File: config.mk
export PLATFORM = sky130hd
export DESIGN_NAME = seq_alu
export DESIGN_NICKNAME = d
export VERILOG_FILES = /design/src/rtl/seq_alu.sv
export SDC_FILE = /design/constraint.sdc
export NUM_CORES = 1
export LEC_CHECK = 0
export ABC_AREA = 1
export BUFFER_PORTS_ARGS = -buffer_cell sky130_fd_sc_hd__buf_2
export CAP_MARGIN = 0
export CORE_ASPECT_RATIO = 0.5
export CORE_MARGIN = 4
export CORE_UTILIZATION = 45
export DETAILED_ROUTE_END_ITERATION = 6
export GPL_TIMING_DRIVEN = 0
export SLEW_MARGIN = 5
export SYNTH_ARGS = -nofsm -noshare
export SYNTH_HDL_FRONTEND = slang
export SYNTH_SLANG_ARGS = --single-unit
File: constraint.sdc
create_clock -name clk -period 3.2 [get_ports clk]
set_input_delay 0.16 -clock clk [delete_from_list [all_inputs] [get_ports clk]]
set_output_delay 0.16 -clock clk [all_outputs]
set_load 0.1 [all_outputs]
File: src/rtl/seq_alu.sv
//------------------------------------------------------------------------------
// seq_alu : multi-cycle ALU with iterative unsigned multiply and divide
// Revision: 1.0
//------------------------------------------------------------------------------
`default_nettype none

module seq_alu #(
   parameter int WIDTH = 32,
   parameter int CNT_W = $clog2(WIDTH) + 1
) (
   input  logic             clk,
   input  logic             rst_n,
   input  logic             start,
   input  logic [WIDTH-1:0] SrcA,
   input  logic [WIDTH-1:0] SrcB,
   input  logic [3:0]       control,
   output logic             busy,
   output logic             done,
   output logic [WIDTH-1:0] res,
   output logic             zero,
   output logic             sign
);

   typedef enum logic [0:0] {
      S_IDLE = 1'b0,
      S_RUN  = 1'b1
   } state_t;

   state_t             state_q, state_d;
   // Shared accumulator: {hi, lo} = {partial product, multiplier} or {remainder, quotient}
   logic [2*WIDTH-1:0] acc_q, acc_d;
   logic [WIDTH-1:0]   opb_q, opb_d;
   logic [1:0]         op_q, op_d;
   logic [CNT_W-1:0]   cnt_q, cnt_d;
   logic [WIDTH-1:0]   res_q, res_d;
   logic               done_q, done_d;

   logic [WIDTH-1:0]   fast_res;
   logic               iter_op;
   logic [WIDTH:0]     mul_sum;
   logic [WIDTH:0]     div_shift;
   logic [WIDTH:0]     div_diff;
   logic               div_ge;
   logic [2*WIDTH-1:0] step_acc;

   always_comb begin
      fast_res = '0;
      case (control)
         4'b0000: fast_res = SrcA + SrcB;
         4'b0001: fast_res = SrcA - SrcB;
         4'b0010: fast_res = SrcA & SrcB;
         4'b0011: fast_res = SrcA | SrcB;
         4'b0100: fast_res = SrcA ^ SrcB;
         4'b0101: fast_res = {{(WIDTH-1){1'b0}}, ($signed(SrcA) < $signed(SrcB))};
         4'b0110: fast_res = {{(WIDTH-1){1'b0}}, (SrcA < SrcB)};
         4'b1010: fast_res = '1;
         4'b1011: fast_res = SrcA;
         default: fast_res = '0;
      endcase
   end

   assign iter_op = (control == 4'b1000) || (control == 4'b1001) ||
                    ((control[3:1] == 3'b101) && (SrcB != '0));

   // One multiply step adds the multiplicand when the current multiplier bit is set;
   // one divide step shifts in the next dividend bit and subtracts when it fits.
   always_comb begin
      mul_sum   = {1'b0, acc_q[2*WIDTH-1:WIDTH]} + (acc_q[0] ? {1'b0, opb_q} : {(WIDTH+1){1'b0}});
      div_shift = {acc_q[2*WIDTH-1:WIDTH], acc_q[WIDTH-1]};
      div_diff  = div_shift - {1'b0, opb_q};
      div_ge    = (div_shift >= {1'b0, opb_q});
      if (op_q[1]) begin
         step_acc = {(div_ge ? div_diff[WIDTH-1:0] : div_shift[WIDTH-1:0]),
                     acc_q[WIDTH-2:0], div_ge};
      end else begin
         step_acc = {mul_sum, acc_q[WIDTH-1:1]};
      end
   end

   always_comb begin
      state_d = state_q;
      acc_d   = acc_q;
      opb_d   = opb_q;
      op_d    = op_q;
      cnt_d   = cnt_q;
      res_d   = res_q;
      done_d  = 1'b0;
      case (state_q)
         S_IDLE: begin
            if (start) begin
               if (iter_op) begin
                  op_d    = control[1:0];
                  opb_d   = control[1] ? SrcB : SrcA;
                  acc_d   = {{WIDTH{1'b0}}, (control[1] ? SrcA : SrcB)};
                  cnt_d   = CNT_W'(WIDTH);
                  state_d = S_RUN;
               end else begin
                  res_d  = fast_res;
                  done_d = 1'b1;
               end
            end
         end
         S_RUN: begin
            acc_d = step_acc;
            cnt_d = cnt_q - 1'b1;
            if (cnt_q == CNT_W'(1)) begin
               // mulhu/remu live in the high half, mul/divu in the low half
               res_d   = op_q[0] ? step_acc[2*WIDTH-1:WIDTH] : step_acc[WIDTH-1:0];
               done_d  = 1'b1;
               state_d = S_IDLE;
            end
         end
         default: state_d = S_IDLE;
      endcase
   end

   always_ff @(posedge clk or negedge rst_n) begin
      if (!rst_n) begin
         state_q <= S_IDLE;
         acc_q   <= '0;
         opb_q   <= '0;
         op_q    <= '0;
         cnt_q   <= '0;
         res_q   <= '0;
         done_q  <= 1'b0;
      end else begin
         state_q <= state_d;
         acc_q   <= acc_d;
         opb_q   <= opb_d;
         op_q    <= op_d;
         cnt_q   <= cnt_d;
         res_q   <= res_d;
         done_q  <= done_d;
      end
   end

   assign busy = (state_q == S_RUN);
   assign done = done_q;
   assign res  = res_q;
   assign zero = ~|res_q;
   assign sign = res_q[WIDTH-1];

endmodule

`default_nettype wire

==> flow_summary.yaml <==
run_status:
  outcome: "complete, no violations"
sta:
  tightest_slew_ps: 964
  relSlewSlack_pct: 35.8
  finalSetupViolCount: 0
  post-route-min-period_ps: 2990
  hold_viol: 0
  fin_tns_setup_ps: 0
  fin_skew_ps: 17.9
  finalWorstSetupSlack_ps: 208
  max_freq_ghz: 0.334
  drv_slew: 0
  post-route-period-util_pct: 93.5
  rsz0062_at_grt: "no"
floorplanning:
  die_w_um: 299
  io-pin-count: 107
  die_y_um: 153
  core_mm2: 0.0411
  initial_core_util_pct: 46.3
  die_area_mm2: 0.0458
  rows: 52
grt:
  track_usage_pct: 35.3
  grt_pass1_wl_um: 124000
  antenna_found_initial: 3
  first_global_vias: 20200
  overflow: 0
  grt_start_max_net_pins: 78
synthesis:
  ys_types: 51
  synth_nets: 3480
  synth_seq_cells: 138
  syn_avg_cell_area_um2: 5.86
  synth_enable_flop_cells: 0
  synthTopCellsByArea: "nand2_1 (20%), dfrtp_1 (18%), ha_1 (11%)"
  synth_top_cell_by_area: "nand2_1"
  synth_top_flop_cell: "dfrtp_1"
  yosysSeqAreaShare_pct: 18.2
  synthArstFlopShare_pct: 100
  synth_warnings: 0
  netlist_area_mm2: 0.0190
  syn_inst: 3243
  netlist.area_leader.share_pct: 20.3
route:
  vias: 22300
  avgRoutedWirePerCell_um: 21.2
  viasPerCell: 5.63
  drt_first_pass_iters: 6
  drt-initial-drc-count: 2847
  drt-total-wl_um: 83700
  drc: 0
  antenna_left: 0
final_layout:
  fillers: 4529
  fin_cells: 3953
  nNetsFinal: 3608
  final_common_cell: "nand2_1"
  multi_input_area_mm2: 0.0131
  final_cell_mix: "nand2_1 (1025), inv_1 (514), nand3_1 (273)"
  ff_latch_area_mm2: 0.00345
  layout-drive-gt1-share_pct: 8.19
  area_delta_synth_final_pct: 10.1
  fin_area_mm2: 0.0209
worst_hold_path:
  holdPathStages: 3
  hold_path_class: "input pin to register"
placement:
  dp_slack_ps: -451
  dp.cells: 3917
  dpl_cell_area_mm2: 0.0203
  gp_congestion: 1.04
  dpl.hpwl_um: 69800
  placement.io_buffers: 106
worst_setup_path:
  crit_path_start_kind: "register"
  crit_arrival_ps: 3340
  worstSetupEndpointType: "register"
  rr_worst_depth: 15
  crit_fanout: 10
  critPathKind: "register to register"
  cp.required_ps: 3550
clock_tree:
  clock_sinks: 138
  clkLatencyLatePin_ps: 440
  tritoncts: "built"
  cts_made_buffers: 17
  cts_root_buffer: "clkbuf_16"
  clk_transition_reported_paths_ps: 70
  cts_max_level: 4
  clockBufferDepth: 2
pwr:
  share_comb_of_total_power_pct: 27.2
  total_power_mw: 5.06
  power_frac_seq_pct: 34.5
  switching_share_pct: 37.8
  p_sw_mw: 1.91
  total_leakage_power_nw: 11.6
  p_int_mw: 3.15
  ir_drop_v: 0.000253
  powerDensity_mw_per_mm2: 242
  clkPwrFrac_pct: 38.3
run:
  max_cap_violations: 0
==> synth_stat cells (25+ instances only) <==
master       n
nand4_1     37
dfrtp_1    138
mux2i_1     30
nand2_1   1028
ha_1       162
buf_2       43
o211ai_1    32
inv_1      514
nor3_1      25
clkbuf_1    57
o221ai_1    50
a21oi_1    204
nand3_1    276
o21ai_0    157
nor2_1     234
==> per-stage QoR <==
step	hold WS [ps]	utilization, %
floorplan	-136	-
global placement	478	49.4
detailed placement	200	49.4
CTS	113	50.8
global route	113	51.0
finish	123	51.0
==> worst paths after layout <==
kind | start | to | slack, ps
worst max-delay path | acc_q[60] | res[21] | 210
worst min-delay path | SrcB[5] | acc_q[5] | 120
worst max register to register | acc_q[60] | res[21] | 210
worst min register to register | res[26] | res[26] | 510
max in group asynchronous | rst_n | opb_q[31] | 2080
min in group asynchronous | rst_n | acc_q[33] | 300
==> repair_timing <==
item                                   CTS  global route
pin swaps                                0             2
endpoints found under the hold margin   61             0
hold buffers                             1             0
cloned                                   0             0
setup endpoints to repair               31            12
setup buffers                            0             2
gates resized for setup                  3            12
==> state kept, by name (all words and copies together) (netlist names) <==
| name | cells |
|---|---|
| acc_q | 64 |
| busy | 1 |
| cnt_q | 6 |
| done | 1 |
| op_q | 2 |
| opb_q | 32 |
| res | 32 |
==> kinds of logic (layout without fill, tap and decap cells) <==
family / Yosys count / in the layout / synth area share (%)
compound gates: 562 / 562 / 17.8
xor+xnor: 23 / 23 / 1.06
fa+ha+maj: 166 / 166 / 11.1
buf+inv: 644 / 785 / 13.3
flops: 138 / 138 / 18.2
mux: 30 / 30 / 1.58
other cells: 0 / 2 / 0
simple gates: 1680 / 1680 / 37.0
==> critical path: stages, from the launching register on <==
cell	delay [ps]
dfrtp_1	440
ha_1	410
nand2_1	160
inv_1	110
nand4_1	160
nor2_1	60
nand2_1	100
nand2_2	70
nor2_4	360
nand2_8	150
buf_6	190
nand3_1	140
nand3_1	190
nand3_1	160
nand2_1	70
a21oi_1	130
==> final cells by class <==
| class | count | area share (%) |
|---|---|---|
| multi-input combinational | 2461 | 62.5 |
| antenna | 2 | 0.0239 |
| buffer | 121 | 2.71 |
| tap | 567 | 3.39 |
| clock inverter | 13 | 0.526 |
| sequential | 138 | 16.5 |
| inverter | 522 | 9.36 |
| clock buffer | 19 | 2.12 |
| timing repair buffer | 110 | 2.88 |
==> per-layer routing <==
metal  global-route usage (%)  vias up  wire, um
li1                         -    10800         -
met1                     52.8    10300     39000
met2                     52.6     1031     34600
met3                     5.54      121      7970
met4                     8.74        0      2200
met5                        0        -         0
==> power groups by stage <==
stage	Sequential, mW	Combinational (mW)	Clock [mW]
after floorplan	1.78	0.787	0
after global placement	1.78	1.30	0
after detailed placement	1.78	1.30	0
after CTS	1.74	1.31	1.94
after global routing	1.74	1.48	2.02
final	1.74	1.38	1.94
No activity file was read; power rests on OpenSTA's default activity.
